### config.mk
export PLATFORM = sky130hd
export DESIGN_NAME = spi_slave
export DESIGN_NICKNAME = d
export VERILOG_FILES = /design/src/rtl/spi_pkg.sv /design/src/rtl/spi_slave.sv
export SDC_FILE = /design/constraint.sdc
export NUM_CORES = 1
export LEC_CHECK = 0
export ABC_AREA = 1
export BUFFER_PORTS_ARGS = -buffer_cell sky130_fd_sc_hd__buf_2
export CAP_MARGIN = 20
export CORE_MARGIN = 2
export CORE_UTILIZATION = 35
export DETAILED_ROUTE_END_ITERATION = 8
export SETUP_SLACK_MARGIN = 0.5
export SYNTH_ARGS = -nofsm -noshare
export SYNTH_HDL_FRONTEND = slang
export SYNTH_SLANG_ARGS = --single-unit
### constraint.sdc
create_clock -name clk -period 1.6 [get_ports clk]
set_input_delay 0.16 -clock clk [delete_from_list [all_inputs] [get_ports clk]]
set_output_delay 0.16 -clock clk [all_outputs]
set_load 0.02 [all_outputs]
### src/rtl/spi_pkg.sv
// Shared SPI slave constants: word/data widths, command codes and the FSM state encoding.
// Imported by the slave and by the memory-stage side of the wrapper.
package spi_pkg;

    localparam int WORD_W = 10;
    localparam int DATA_W = 8;

    localparam logic [1:0] CMD_WR_ADDR = 2'b00;
    localparam logic [1:0] CMD_WR_DATA = 2'b01;
    localparam logic [1:0] CMD_RD_ADDR = 2'b10;
    localparam logic [1:0] CMD_RD_DATA = 2'b11;

    typedef enum logic [2:0] {
        IDLE      = 3'd0,
        CHK_CMD   = 3'd1,
        WRITE     = 3'd2,
        READ_ADD  = 3'd3,
        READ_DATA = 3'd4
    } state_t;

    // The selector bit picks write vs read; a read goes to the data phase only
    // once a read address has been latched by a previous frame.
    function automatic state_t cmd_state(input logic sel, input logic rd_addr_seen);
        if (!sel) begin
            return WRITE;
        end
        return rd_addr_seen ? READ_DATA : READ_ADD;
    endfunction

endpackage

### src/rtl/spi_slave.sv
// SPI slave front end: deserialises 10-bit command words for the memory stage and
// serialises the 8-bit read byte back on MISO, all in the SCK (clk) domain.
module spi_slave
    import spi_pkg::*;
(
    input  logic              clk,
    input  logic              rst_n,
    input  logic              SS_n,
    input  logic              MOSI,
    output logic              MISO,
    output logic [WORD_W-1:0] rx_data,
    output logic              rx_valid,
    input  logic [DATA_W-1:0] tx_data,
    input  logic              tx_valid
);

    localparam logic [3:0] LAST_BIT = 4'(WORD_W - 1);

    state_t              r_state;
    // The tenth word bit is taken straight from MOSI, so only nine bits need storing.
    logic [WORD_W-2:0]   r_shift;
    logic [3:0]          r_bit_cnt;
    logic                r_frame_done;
    logic                r_rd_addr_flag;
    logic [DATA_W-2:0]   r_tx_shift;
    logic [2:0]          r_tx_cnt;
    logic                r_tx_busy;
    logic                r_tx_done;

    logic [WORD_W-1:0]   w_word;
    logic                w_tx_window;

    assign w_word      = {r_shift, MOSI};
    assign w_tx_window = (r_state == READ_DATA) && r_frame_done && !r_tx_busy && !r_tx_done;

    always_ff @(posedge clk) begin
        if (!rst_n) begin
            r_state        <= IDLE;
            r_shift        <= '0;
            r_bit_cnt      <= '0;
            r_frame_done   <= 1'b0;
            r_rd_addr_flag <= 1'b0;
            r_tx_shift     <= '0;
            r_tx_cnt       <= '0;
            r_tx_busy      <= 1'b0;
            r_tx_done      <= 1'b0;
            MISO           <= 1'b0;
            rx_data        <= '0;
            rx_valid       <= 1'b0;
        end else begin
            rx_valid <= 1'b0;
            // Deselect wins in every active state; the read-address flag survives it.
            if ((r_state != IDLE) && SS_n) begin
                r_state      <= IDLE;
                r_shift      <= '0;
                r_bit_cnt    <= '0;
                r_frame_done <= 1'b0;
                r_tx_shift   <= '0;
                r_tx_cnt     <= '0;
                r_tx_busy    <= 1'b0;
                r_tx_done    <= 1'b0;
                MISO         <= 1'b0;
            end else begin
                case (r_state)
                    IDLE: begin
                        if (!SS_n) begin
                            r_state <= CHK_CMD;
                        end
                    end
                    CHK_CMD: begin
                        r_state <= cmd_state(MOSI, r_rd_addr_flag);
                    end
                    WRITE, READ_ADD, READ_DATA: begin
                        if (!r_frame_done) begin
                            r_shift <= w_word[WORD_W-2:0];
                            if (r_bit_cnt == LAST_BIT) begin
                                rx_data      <= w_word;
                                rx_valid     <= 1'b1;
                                r_frame_done <= 1'b1;
                                if (r_state == READ_ADD) begin
                                    r_rd_addr_flag <= 1'b1;
                                end
                            end else begin
                                r_bit_cnt <= r_bit_cnt + 4'd1;
                            end
                        end else if (r_tx_busy) begin
                            if (r_tx_cnt != 3'd0) begin
                                MISO       <= r_tx_shift[DATA_W-2];
                                r_tx_shift <= {r_tx_shift[DATA_W-3:0], 1'b0};
                                r_tx_cnt   <= r_tx_cnt - 3'd1;
                            end else begin
                                MISO           <= 1'b0;
                                r_tx_busy      <= 1'b0;
                                r_tx_done      <= 1'b1;
                                r_rd_addr_flag <= 1'b0;
                            end
                        end else if (w_tx_window && tx_valid) begin
                            MISO       <= tx_data[DATA_W-1];
                            r_tx_shift <= tx_data[DATA_W-2:0];
                            r_tx_cnt   <= 3'(DATA_W - 1);
                            r_tx_busy  <= 1'b1;
                        end
                    end
                    default: begin
                        r_state <= IDLE;
                    end
                endcase
            end
        end
    end

endmodule

==> results of run 1 <==
[through the flow]
step | area (µm²) | setup WS, ns | total power, mW
3_5_place_dp | 2270 | 0.170 | 1.38
6_report | 2770 | 0.227 | 2.37
5_1_grt | 2770 | 0.175 | 2.49
3_3_place_gp | 2270 | 0.169 | 1.38
4_1_cts | 2520 | 0.318 | 2.28
2_1_floorplan | 2030 | 0.348 | 1.30
[power by group through the flow]
stage          combinational, mW  clock [mW]  sequential (mW)
2_1_floorplan              0.163           0             1.14
3_3_place_gp               0.231           0             1.15
3_5_place_dp               0.235           0             1.15
4_1_cts                    0.286       0.878             1.12
5_1_grt                    0.430       0.936             1.13
6_report                   0.389       0.858             1.12
[worst paths after layout]
check               start            to  slack [ns]  cells past startpoint
max          r_bit_cnt[1]  r_bit_cnt[3]        0.23                      9
min                  MOSI    rx_data[0]        0.17                      3
max reg2reg  r_bit_cnt[1]  r_bit_cnt[3]        0.23                      9
min reg2reg    rx_data[8]    rx_data[8]        0.47                      2
[kinds of logic (layout without fill, tap and decap cells)]
kind of cell / Yosys count / in the layout
and+or+nand+nor: 153 / 154
DFF: 42 / 42
buffers and inverters: 33 / 89
AOI/OAI and AO/OA: 31 / 32
muxes: 6 / 6
adders and majority gates: 4 / 4
xor gates and xnor gates: 2 / 2
[cells in the final DEF, fill, tap and decap left out, types with 2 or more instances in the layout]
| master | Yosys | routed |
|---|---|---|
| nand2_1 | 65 | 55 |
| nor2_1 | 58 | 53 |
| dfxtp_1 | 42 | 36 |
| buf_2 | 5 | 25 |
| buf_4 | 1 | 20 |
| inv_1 | 25 | 19 |
| nand3_1 | 21 | 17 |
| buf_6 | 1 | 10 |
| a21oi_2 | 1 | 9 |
| nand2_2 | 1 | 8 |
| o21ai_0 | 10 | 8 |
| a21oi_1 | 17 | 7 |
| mux2i_1 | 6 | 6 |
| clkbuf_8 | 0 | 6 |
| nor2_4 | 1 | 5 |
| nand2_4 | 3 | 5 |
| inv_2 | 0 | 4 |
| a21oi_4 | 1 | 4 |
| nand3_2 | 0 | 4 |
| dfxtp_2 | 0 | 4 |
| nor2_2 | 2 | 3 |
| nand2_8 | 0 | 2 |
| o21ai_2 | 0 | 2 |
| ha_4 | 0 | 2 |
| ha_1 | 4 | 2 |
| buf_12 | 0 | 2 |
| dfxtp_4 | 0 | 2 |
[layer usage]
metal  share of wire [%]  vias to the layer above  GRT usage, %
met1                  46                      845          19.2
met5                   0                        -             0
met4                0.89                        0          5.44
li1                    -                      975             -
met2                  50                       25          25.3
met3                 2.7                        5          3.68
[area by class of cell]
type	instances	area share, %
Clock buffer	6	2.98
Clock inverter	1	1.08
Inverter	25	3.61
Multi-Input combinational cell	198	42.8
Sequential cell	42	30.8
Tap cell	72	3.25
Timing Repair Buffer	57	15.5
[state kept, by name, indices dropped and copies added, names as in the netlist, 3 cells and up]
name        count
rx_data        10
r_tx_shift      7
r_bit_cnt       4
r_state         3
r_shift         9
r_tx_cnt        3
[worst min-delay path: stages]
cell and delay [ns]:
buf_2 0.13, nor2_1 0.06, nor2_1 0.08
[timing repair]
item                                    in CTS  in global routing
pin swaps                                    3                  8
hold buffers                                 0                  0
cloned                                       2                  1
setup buffers                                7                 15
gates resized for setup                     19                 31
hold endpoints to repair                     0                  0
endpoints found under the setup margin      41                 42
==> impl_metrics.env, run 1 <==
export IMPL_tritoncts_num_buffers=5
export IMPL_syn_inst=271
export IMPL_synth_cell_type_count=25
export IMPL_synthSimpleGateAreaFrac_pct=33.9
export IMPL_cellPowerDensity_nw_per_um2=855
export IMPL_multi_input_gate_area_um2=1180
export IMPL_worst_slew_margin_rel_pct=83.2
export IMPL_synth_seq_cells=42
export IMPL_antenna_diode_count=0
export IMPL_static_leakage_power_nw=1.25
export IMPL_synth_area_leaders="dfxtp_1 43%, nand2_1 13%, nor2_1 11%"
export IMPL_yosys_cell_count_top_type="nand2_1"
export IMPL_worstPathBufferInverterCount=3
export IMPL_first_global_vias=1655
export IMPL_sequential_share_of_power_pct=47.3
export IMPL_ys_flop_type="dfxtp_1"
export IMPL_fin_util_pct=50.9
export IMPL_post_synth_mux_area_share_pct=3.10
export IMPL_asyncSetResetFlopFracSynth_pct=0
export IMPL_post_synth_instance_area_um2=1940
export IMPL_p_switching_uw=596
export IMPL_final_setup_skew_ns=0.00476
export IMPL_finalHoldViolCount=0
export IMPL_critical_path_top_cell_by_count="nor2_4"
export IMPL_required_ns=1.82
export IMPL_critPathCaptureType="flop"
export IMPL_synth_fp_nets=288
export IMPL_comb_power_share_pct=16.4
export IMPL_path_class="flop to flop"
export IMPL_numPortBuffers=24
export IMPL_cp_slowest_stage_delay_ns=0.35
export IMPL_fp_dieArea_um2=6150
export IMPL_globalRouteTotalUtil_pct=15.2
export IMPL_post_layout_nonfiller_instances=401
export IMPL_worst_ep_arrival_time_ns=1.60
export IMPL_rows=27
export IMPL_ctsRootBufferMaster="clkbuf_8"
export IMPL_first_iter_violations=75
export IMPL_gr_total_overflow=0
export IMPL_floorplan_die_height_um=78.4
export IMPL_drt_wl_total_mm=4.74
export IMPL_crit_fanout=3
export IMPL_cts_htree_levels=2
export IMPL_place_detailed_instances=369
export IMPL_nFillCells=518
export IMPL_synth_yosys_seq_area_share_pct=43.4
export IMPL_main_combinational_cell_family_by_area_after_synthesis="simple AND/OR/NAND/NOR gates"
export IMPL_post_drt_via_cell_ratio=4.61
export IMPL_route_detailed_drc=0
export IMPL_clock_fmax_mhz=728
export IMPL_final_net_count=346
export IMPL_max_clock_path_buffers=2
export IMPL_drtAntennaViolNets=0
export IMPL_yosysTopAreaCell="dfxtp_1"
export IMPL_synth_warnings=0
export IMPL_layout_area_overhead_vs_synth_pct=42.8
export IMPL_min_period_ns=1.37
export IMPL_report_final_setup_viol=0
export IMPL_vdd_ir_drop_max_v=0.000581
export IMPL_grt_max_degree=16
export IMPL_start_util_pct=35.7
export IMPL_critical_path_cell_list="inv_2 -> ha_4 -> nand2_4 -> nor2_4 -> buf_6 -> nor2_4 -> buf_4 -> nand3_1 -> a21oi_2"
export IMPL_yosysTopAreaCellShare_pct=43.4
export IMPL_timing_critical_path_slowest_stage_cell="dfxtp_2"
export IMPL_wire_per_inst_um=11.8
export IMPL_power_switching_share_pct=25.2
export IMPL_numClockSinks=42
export IMPL_synthTopCellsByCount="65 x nand2_1, 58 x nor2_1, 42 x dfxtp_1"
export IMPL_grt_setup_unrepaired="true"
export IMPL_hold_path_class="input port to flop"
export IMPL_chipWidth_um=78.4
export IMPL_timing_max_cap_violations=0
export IMPL_clkLatencyLatePin_ns=0.29
export IMPL_core_area_um2=5440
export IMPL_synth_compound_area_share_pct=8.90
export IMPL_finalSetupTns_ns=0
export IMPL_gp_congestion=0.773
export IMPL_syn_area_per_cell_um2=7.16
export IMPL_dr_pass1_iters=4
export IMPL_grt_pass1_wl_mm=7.53
export IMPL_outcome="finished clean"
export IMPL_critical_path_startpoint_type="flop"
export IMPL_tightest_slew_ns=0.250
export IMPL_io_pins=25
export IMPL_number_of_synthesized_flops_with_an_enable_pin=0
export IMPL_synth_adder_area_share_pct=2.58
export IMPL_p_int_mw=1.77
export IMPL_routed_via_count=1850
export IMPL_finalCritPeriodShare_pct=85.8
export IMPL_final_hold_worst_slack_ns=0.171
export IMPL_worst_path_dominant_cell_family="simple AND/OR/NAND/NOR gates"
export IMPL_clock_tree_from_tritoncts="yes"
export IMPL_clk_pin_slew_ns=0.08
export IMPL_dp_hpwl_mm=2.84
export IMPL_final_max_slew_viol_count=0
export IMPL_share_of_the_synthesized_netlist_area_taken_by_xor_and_xnor_gates_pct=0.903
export IMPL_antenna_found_initial=0
export IMPL_clock_power_share_pct=36.3
export IMPL_final_layout_size_suffix_gt1_share_pct=37.1
export IMPL_seqCellArea_um2=853
Note: power is estimated with default switching activity, not from simulation.
==> run 2, diff against run 1 <==
Settings changed: CORE_UTILIZATION 35 to 56, PLACE_DENSITY set to 0.78.
Clock period 1.6 ns to 1.5 ns, I/O delays scaled along.
==> run 2 against run 1 <==
Net effect:
- sequential cell count unchanged
- cell count decreased by 7.7%
- via count increased by 5.1%
- critical path depth decreased by 2
- setup slack got worse by 0.16 ns
- clock power decreased by 33%
- power decreased by 11%
- fmax decreased by 4.2%
- critical path type unchanged
- highest routed layer unchanged
==> impl_metrics.env, run 2 (same netlist as run 1, synthesis figures left out) <==
export IMPL_path_class="flop to flop"
export IMPL_final_net_count=340
export IMPL_chipWidth_um=62.9
export IMPL_min_period_ns=1.43
export IMPL_floorplan_die_height_um=62.9
export IMPL_drtAntennaViolNets=0
export IMPL_routed_via_count=1944
export IMPL_start_util_pct=58.1
export IMPL_cts_hold_repair_buffers=0
export IMPL_largest_regs="rx_data x10, r_shift x9, r_tx_shift x7"
export IMPL_clock_tree_from_tritoncts="yes"
export IMPL_antenna_found_initial=0
export IMPL_final_setup_skew_ns=0.0145
export IMPL_reg2reg_from="r_state[1]"
export IMPL_required_ns=1.78
export IMPL_static_leakage_power_nw=1.20
export IMPL_fin_util_pct=81.9
export IMPL_total_power_mw=2.11
export IMPL_tightest_slew_ns=0.322
export IMPL_min_path_cells=3
export IMPL_worst_r2r_endpoint="r_state[2]"
export IMPL_numPortBuffers=24
export IMPL_drt_wl_total_mm=5.41
export IMPL_place_detailed_instances=340
export IMPL_design_area_um2=2730
export IMPL_top_register="rx_data"
export IMPL_post_drt_via_cell_ratio=5.25
export IMPL_worst_ep_arrival_time_ns=1.71
export IMPL_critPathCaptureType="flop"
export IMPL_numClockSinks=42
export IMPL_report_final_setup_viol=0
export IMPL_ff2ff_setup_slack_ns=0.07
export IMPL_final_max_slew_viol_count=0
export IMPL_critical_path_startpoint_type="flop"
export IMPL_route_detailed_drc=0
export IMPL_final_hold_worst_slack_ns=0.0945
export IMPL_final_layout_size_suffix_gt1_share_pct=42.9
export IMPL_r2r_depth=7
export IMPL_core_area_um2=3340
export IMPL_first_global_vias=1770
export IMPL_gp_congestion=0.837
export IMPL_placedInstanceArea_um2=2230
export IMPL_antenna_diode_count=0
export IMPL_cts_htree_levels=2
export IMPL_dp_hpwl_mm=2.63
export IMPL_timing_max_cap_violations=0
export IMPL_layout_cells_most_common="nand2_1"
export IMPL_dr_pass1_iters=7
export IMPL_fp_dieArea_um2=3950
export IMPL_finalCritPeriodShare_pct=95.5
export IMPL_rows=21
export IMPL_fin_ws_ns=0.0668
export IMPL_io_pins=25
export IMPL_holdCritStartpoint="MOSI"
export IMPL_grt_max_degree=17
export IMPL_dp_slack_ns=0.126
export IMPL_vdd_ir_drop_max_v=0.000621
export IMPL_gr_total_overflow=0
export IMPL_finalSetupTns_ns=0
export IMPL_largest_register_ffs=10
export IMPL_outcome="finished clean"
export IMPL_max_clock_path_buffers=2
export IMPL_cellPowerDensity_nw_per_um2=770
export IMPL_globalRouteTotalUtil_pct=23.8
export IMPL_hold_path_end="rx_data[0]"
export IMPL_post_layout_nonfiller_instances=370
export IMPL_grt_setup_unrepaired="true"
export IMPL_finalHoldViolCount=0
export IMPL_wire_per_inst_um=14.6
export IMPL_tritoncts_num_buffers=5
export IMPL_grt_pass1_wl_mm=7.41
export IMPL_clock_fmax_mhz=698
export IMPL_worst_slew_margin_rel_pct=77.9
export IMPL_clkLatencyLatePin_ns=0.36
export IMPL_layout_cells_most_common_list="47 x nand2_1, 46 x nor2_1, 25 x dfxtp_1"
export IMPL_first_iter_violations=164
export IMPL_hold_path_class="input port to flop"
export IMPL_layout_area_overhead_vs_synth_pct=40.9
export IMPL_crit_fanout=9
export IMPL_ctsRootBufferMaster="clkbuf_4"
export IMPL_clk_pin_slew_ns=0.14
-- run 2: cell types whose count changed in the layout (fill, tap and decap cells not counted), moves of 5 or more --
cell / change
buf_6: +7
nor2_1: -7
dfxtp_2: +9
nand2_1: -8
nand2_2: +7
clkbuf_8: -6
buf_2: -13
nor2_2: +9
clkbuf_4: +5
dfxtp_1: -11
-- run 2: where the power goes --
part / internal [mW] / switching (mW) / leakage [nW] / total, mW
combinational: 0.136 / 0.196 / 0.823 / 0.332
sequential: 1.16 / 0.0376 / 0.349 / 1.19
clock: 0.183 / 0.396 / 0.0312 / 0.579
total: 1.48 / 0.630 / 1.20 / 2.11
-- run 2: worst max-delay path by stage --
stage	from	to	slack, ns
5_1_grt	r_state[1]	MISO	0.0001
6_report	r_state[1]	r_state[2]	0.07
2_1_floorplan	r_bit_cnt[1]	rx_data[2]	0.25
3_3_place_gp	r_bit_cnt[1]	rx_data[8]	0.16
3_5_place_dp	r_bit_cnt[1]	rx_data[8]	0.13
4_1_cts	r_bit_cnt[1]	r_bit_cnt[0]	0.20
-- run 2: repair_timing --
item / in CTS / in global routing
endpoints found under the hold margin: 0 / 0
pin swaps: 6 / 19
gates resized for setup: 54 / 34
cloned: 0 / 2
buffers inserted: 10 / 10
endpoints found under the setup margin: 53 / 54
-- run 2: area by class of cell --
class / instances / area, µm²
clock inverter: 3 / 21.3
inverter: 25 / 93.8
fill: 209 / 604
multi-input combinational: 196 / 1160
tap: 46 / 57.6
clock buffer: 5 / 37.5
timing repair buffer: 53 / 487
sequential: 42 / 872
-- run 2: routing by layer --
metal	up-vias	track usage (%)	routed length, µm
li1	960	-	-
met1	890	28.1	2120
met2	70	42.1	2810
met3	24	5.95	241
met4	0	7.78	243
met5	-	0	0
-- run 2: worst max-delay path, stage by stage, from the launching register on --
cell and delay [ns]:
dfxtp_4 0.38, nor2_4 0.15, buf_4 0.15, a21oi_1 0.08, nor2_2 0.14, buf_6 0.16
inv_2 0.09, a21oi_1 0.20
==> run 3, diff against run 2 <==
Settings changed: CORE_ASPECT_RATIO set to 1.1.
==> run 3 against run 2 <==
Net effect:
- count of clock-buffer cells in the layout up 1
- first-iteration DRC count fell by 45%
- register-to-register slack is essentially flat
- largest power group unchanged
==> impl_metrics.env, run 3 (same netlist as run 1, synthesis figures left out) <==
export IMPL_outcome="finished clean"
export IMPL_core_area_um2=3330
export IMPL_antenna_found_initial=0
export IMPL_min_path_cells=5
export IMPL_seqCellArea_um2=870
export IMPL_critical_path_startpoint_type="flop"
export IMPL_finalSetupTns_ns=0
export IMPL_first_iter_violations=91
export IMPL_comb_power_share_pct=17.3
export IMPL_met1_wirelength_mm=2.22
export IMPL_cts_hold_repair_buffers=0
export IMPL_clk_pin_slew_ns=0.13
export IMPL_p_switching_uw=669
export IMPL_globalRouteTotalUtil_pct=24.6
export IMPL_topRoutingLayerUsed="met4"
export IMPL_critPathCaptureType="flop"
export IMPL_vdd_ir_drop_max_v=0.000821
export IMPL_fin_ws_ns=0.0643
export IMPL_tightest_slew_ns=0.338
export IMPL_tritoncts_num_buffers=5
export IMPL_chipWidth_um=60.1
export IMPL_largest_register_ffs=10
export IMPL_drt_wl_total_mm=5.23
export IMPL_cts_htree_levels=2
export IMPL_met3_wirelength_from_detailed_routing_um=158
export IMPL_final_net_count=339
export IMPL_worst_path_dominant_cell_family="buffers and inverters"
export IMPL_worst_ep_arrival_time_ns=1.73
export IMPL_hold_path_class="input port to flop"
export IMPL_place_detailed_instances=341
export IMPL_grt_max_degree=19
export IMPL_dr_pass1_iters=4
export IMPL_rows=22
export IMPL_min_period_ns=1.44
export IMPL_grt_pass1_wl_mm=7.33
export IMPL_ff2ff_setup_slack_ns=0.06
export IMPL_layout_cells_most_common_list="58 x nand2_1, 52 x nor2_1, 25 x dfxtp_1"
export IMPL_wire_per_inst_um=14.1
export IMPL_finalHoldViolCount=0
export IMPL_required_ns=1.79
export IMPL_clock_fmax_mhz=697
export IMPL_start_util_pct=58.2
export IMPL_gr_total_overflow=0
export IMPL_dp_hpwl_mm=2.70
export IMPL_ctsRootBufferMaster="clkbuf_4"
export IMPL_top_register="rx_data"
export IMPL_worst_slew_margin_rel_pct=77.3
export IMPL_clock_tree_from_tritoncts="yes"
export IMPL_timing_critical_path_slowest_stage_cell="dfxtp_4"
export IMPL_cellPowerDensity_nw_per_um2=858
export IMPL_post_layout_nonfiller_instances=371
export IMPL_multi_input_gate_area_um2=1160
export IMPL_critical_path_cell_list="nor2_4 -> buf_6 -> a21oi_4 -> nor2_4 -> buf_6 -> buf_6 -> o21ai_0 -> a21oi_1"
export IMPL_nFillCells=221
export IMPL_fin_util_pct=82.5
export IMPL_clock_power_share_pct=31.7
export IMPL_io_pins=25
export IMPL_p_int_mw=1.69
export IMPL_timing_max_cap_violations=0
export IMPL_dp_slack_ns=0.103
export IMPL_fp_dieArea_um2=3950
export IMPL_static_leakage_power_nw=1.21
export IMPL_drtAntennaViolNets=0
export IMPL_sequential_share_of_power_pct=51.0
export IMPL_reg2reg_from="r_state[1]"
export IMPL_design_area_um2=2750
export IMPL_final_setup_skew_ns=0.00871
export IMPL_layout_area_overhead_vs_synth_pct=41.7
export IMPL_wl_met2_mm=2.68
export IMPL_path_class="flop to flop"
export IMPL_placedInstanceArea_um2=2220
export IMPL_numPortBuffers=24
export IMPL_power_switching_share_pct=28.4
export IMPL_cp_slowest_stage_delay_ns=0.39
export IMPL_r2r_depth=8
export IMPL_report_final_setup_viol=0
export IMPL_gp_congestion=0.817
export IMPL_hold_path_end="MISO"
export IMPL_grt_setup_unrepaired="true"
export IMPL_largest_regs="rx_data x10, r_shift x9, r_tx_shift x7"
export IMPL_routed_via_count=1890
export IMPL_floorplan_die_height_um=65.7
export IMPL_post_drt_via_cell_ratio=5.09
export IMPL_layout_cells_most_common="nand2_1"
export IMPL_route_detailed_drc=0
export IMPL_max_clock_path_buffers=2
export IMPL_critical_path_top_cell_by_count="buf_6"
export IMPL_antenna_diode_count=0
export IMPL_first_global_vias=1648
export IMPL_final_max_slew_viol_count=0
export IMPL_holdCritStartpoint="tx_data[7]"
export IMPL_clkLatencyLatePin_ns=0.37
export IMPL_crit_fanout=5
export IMPL_worstPathBufferInverterCount=3
export IMPL_worst_r2r_endpoint="r_bit_cnt[0]"
export IMPL_finalCritPeriodShare_pct=95.7
export IMPL_numClockSinks=42
export IMPL_final_layout_size_suffix_gt1_share_pct=39.6
## run 3: power by group through the flow
stage | clock network [mW] | registers (mW) | logic (mW)
CTS | 0.748 | 1.19 | 0.307
floorplan | 0 | 1.21 | 0.189
global route | 0.798 | 1.21 | 0.441
finish | 0.747 | 1.20 | 0.409
global placement | 0 | 1.22 | 0.239
detailed placement | 0 | 1.22 | 0.242
## run 3: per-layer routing
metal,global-route usage (%),vias to the layer above
li1,-,961
met1,30.4,870
met2,41.0,40
met3,6.50,19
met4,8.06,0
met5,0,-
## run 3: timing repair
action | 4_1_cts | 5_1_grt
buffers inserted | 8 | 10
endpoints found under the setup margin | 53 | 54
pin swaps | 2 | 14
gates resized for setup | 50 | 44
cloned | 3 | 1
## run 3: layout make-up
type                            instances  share of cell area [%]
Sequential cell                        42                    31.6
Tap cell                               48                    2.19
Multi-Input combinational cell        197                    42.3
Inverter                               25                    3.78
Timing Repair Buffer                   51                    17.2
Clock buffer                            6                    1.50
Clock inverter                          2                    1.37
## run 3: worst reg2reg max path: stages, from the launching register on
cell and delay, ns:
dfxtp_4 0.39, nor2_4 0.13, buf_6 0.12, a21oi_4 0.06, nor2_4 0.13, buf_6 0.15
buf_6 0.13, o21ai_0 0.09, a21oi_1 0.16
## run 3: how the worst max path moves through the flow
stage                                to  depth (start not counted)         start
after CTS                 r_tx_shift[0]                          7    r_state[2]
after global placement       rx_data[8]                          8  r_bit_cnt[1]
after global routing       r_bit_cnt[0]                          8    r_state[1]
after detailed placement     rx_data[8]                          8  r_bit_cnt[1]
after floorplan              rx_data[2]                          8  r_bit_cnt[1]
final                      r_bit_cnt[0]                          8    r_state[1]
## run 3: stage by stage
stage	total power, mW	hold slack (ns)
final	2.36	0.0962
after global routing	2.45	0.101
after CTS	2.25	0.100
after detailed placement	1.46	0.460
after global placement	1.46	0.451
after floorplan	1.40	0.282
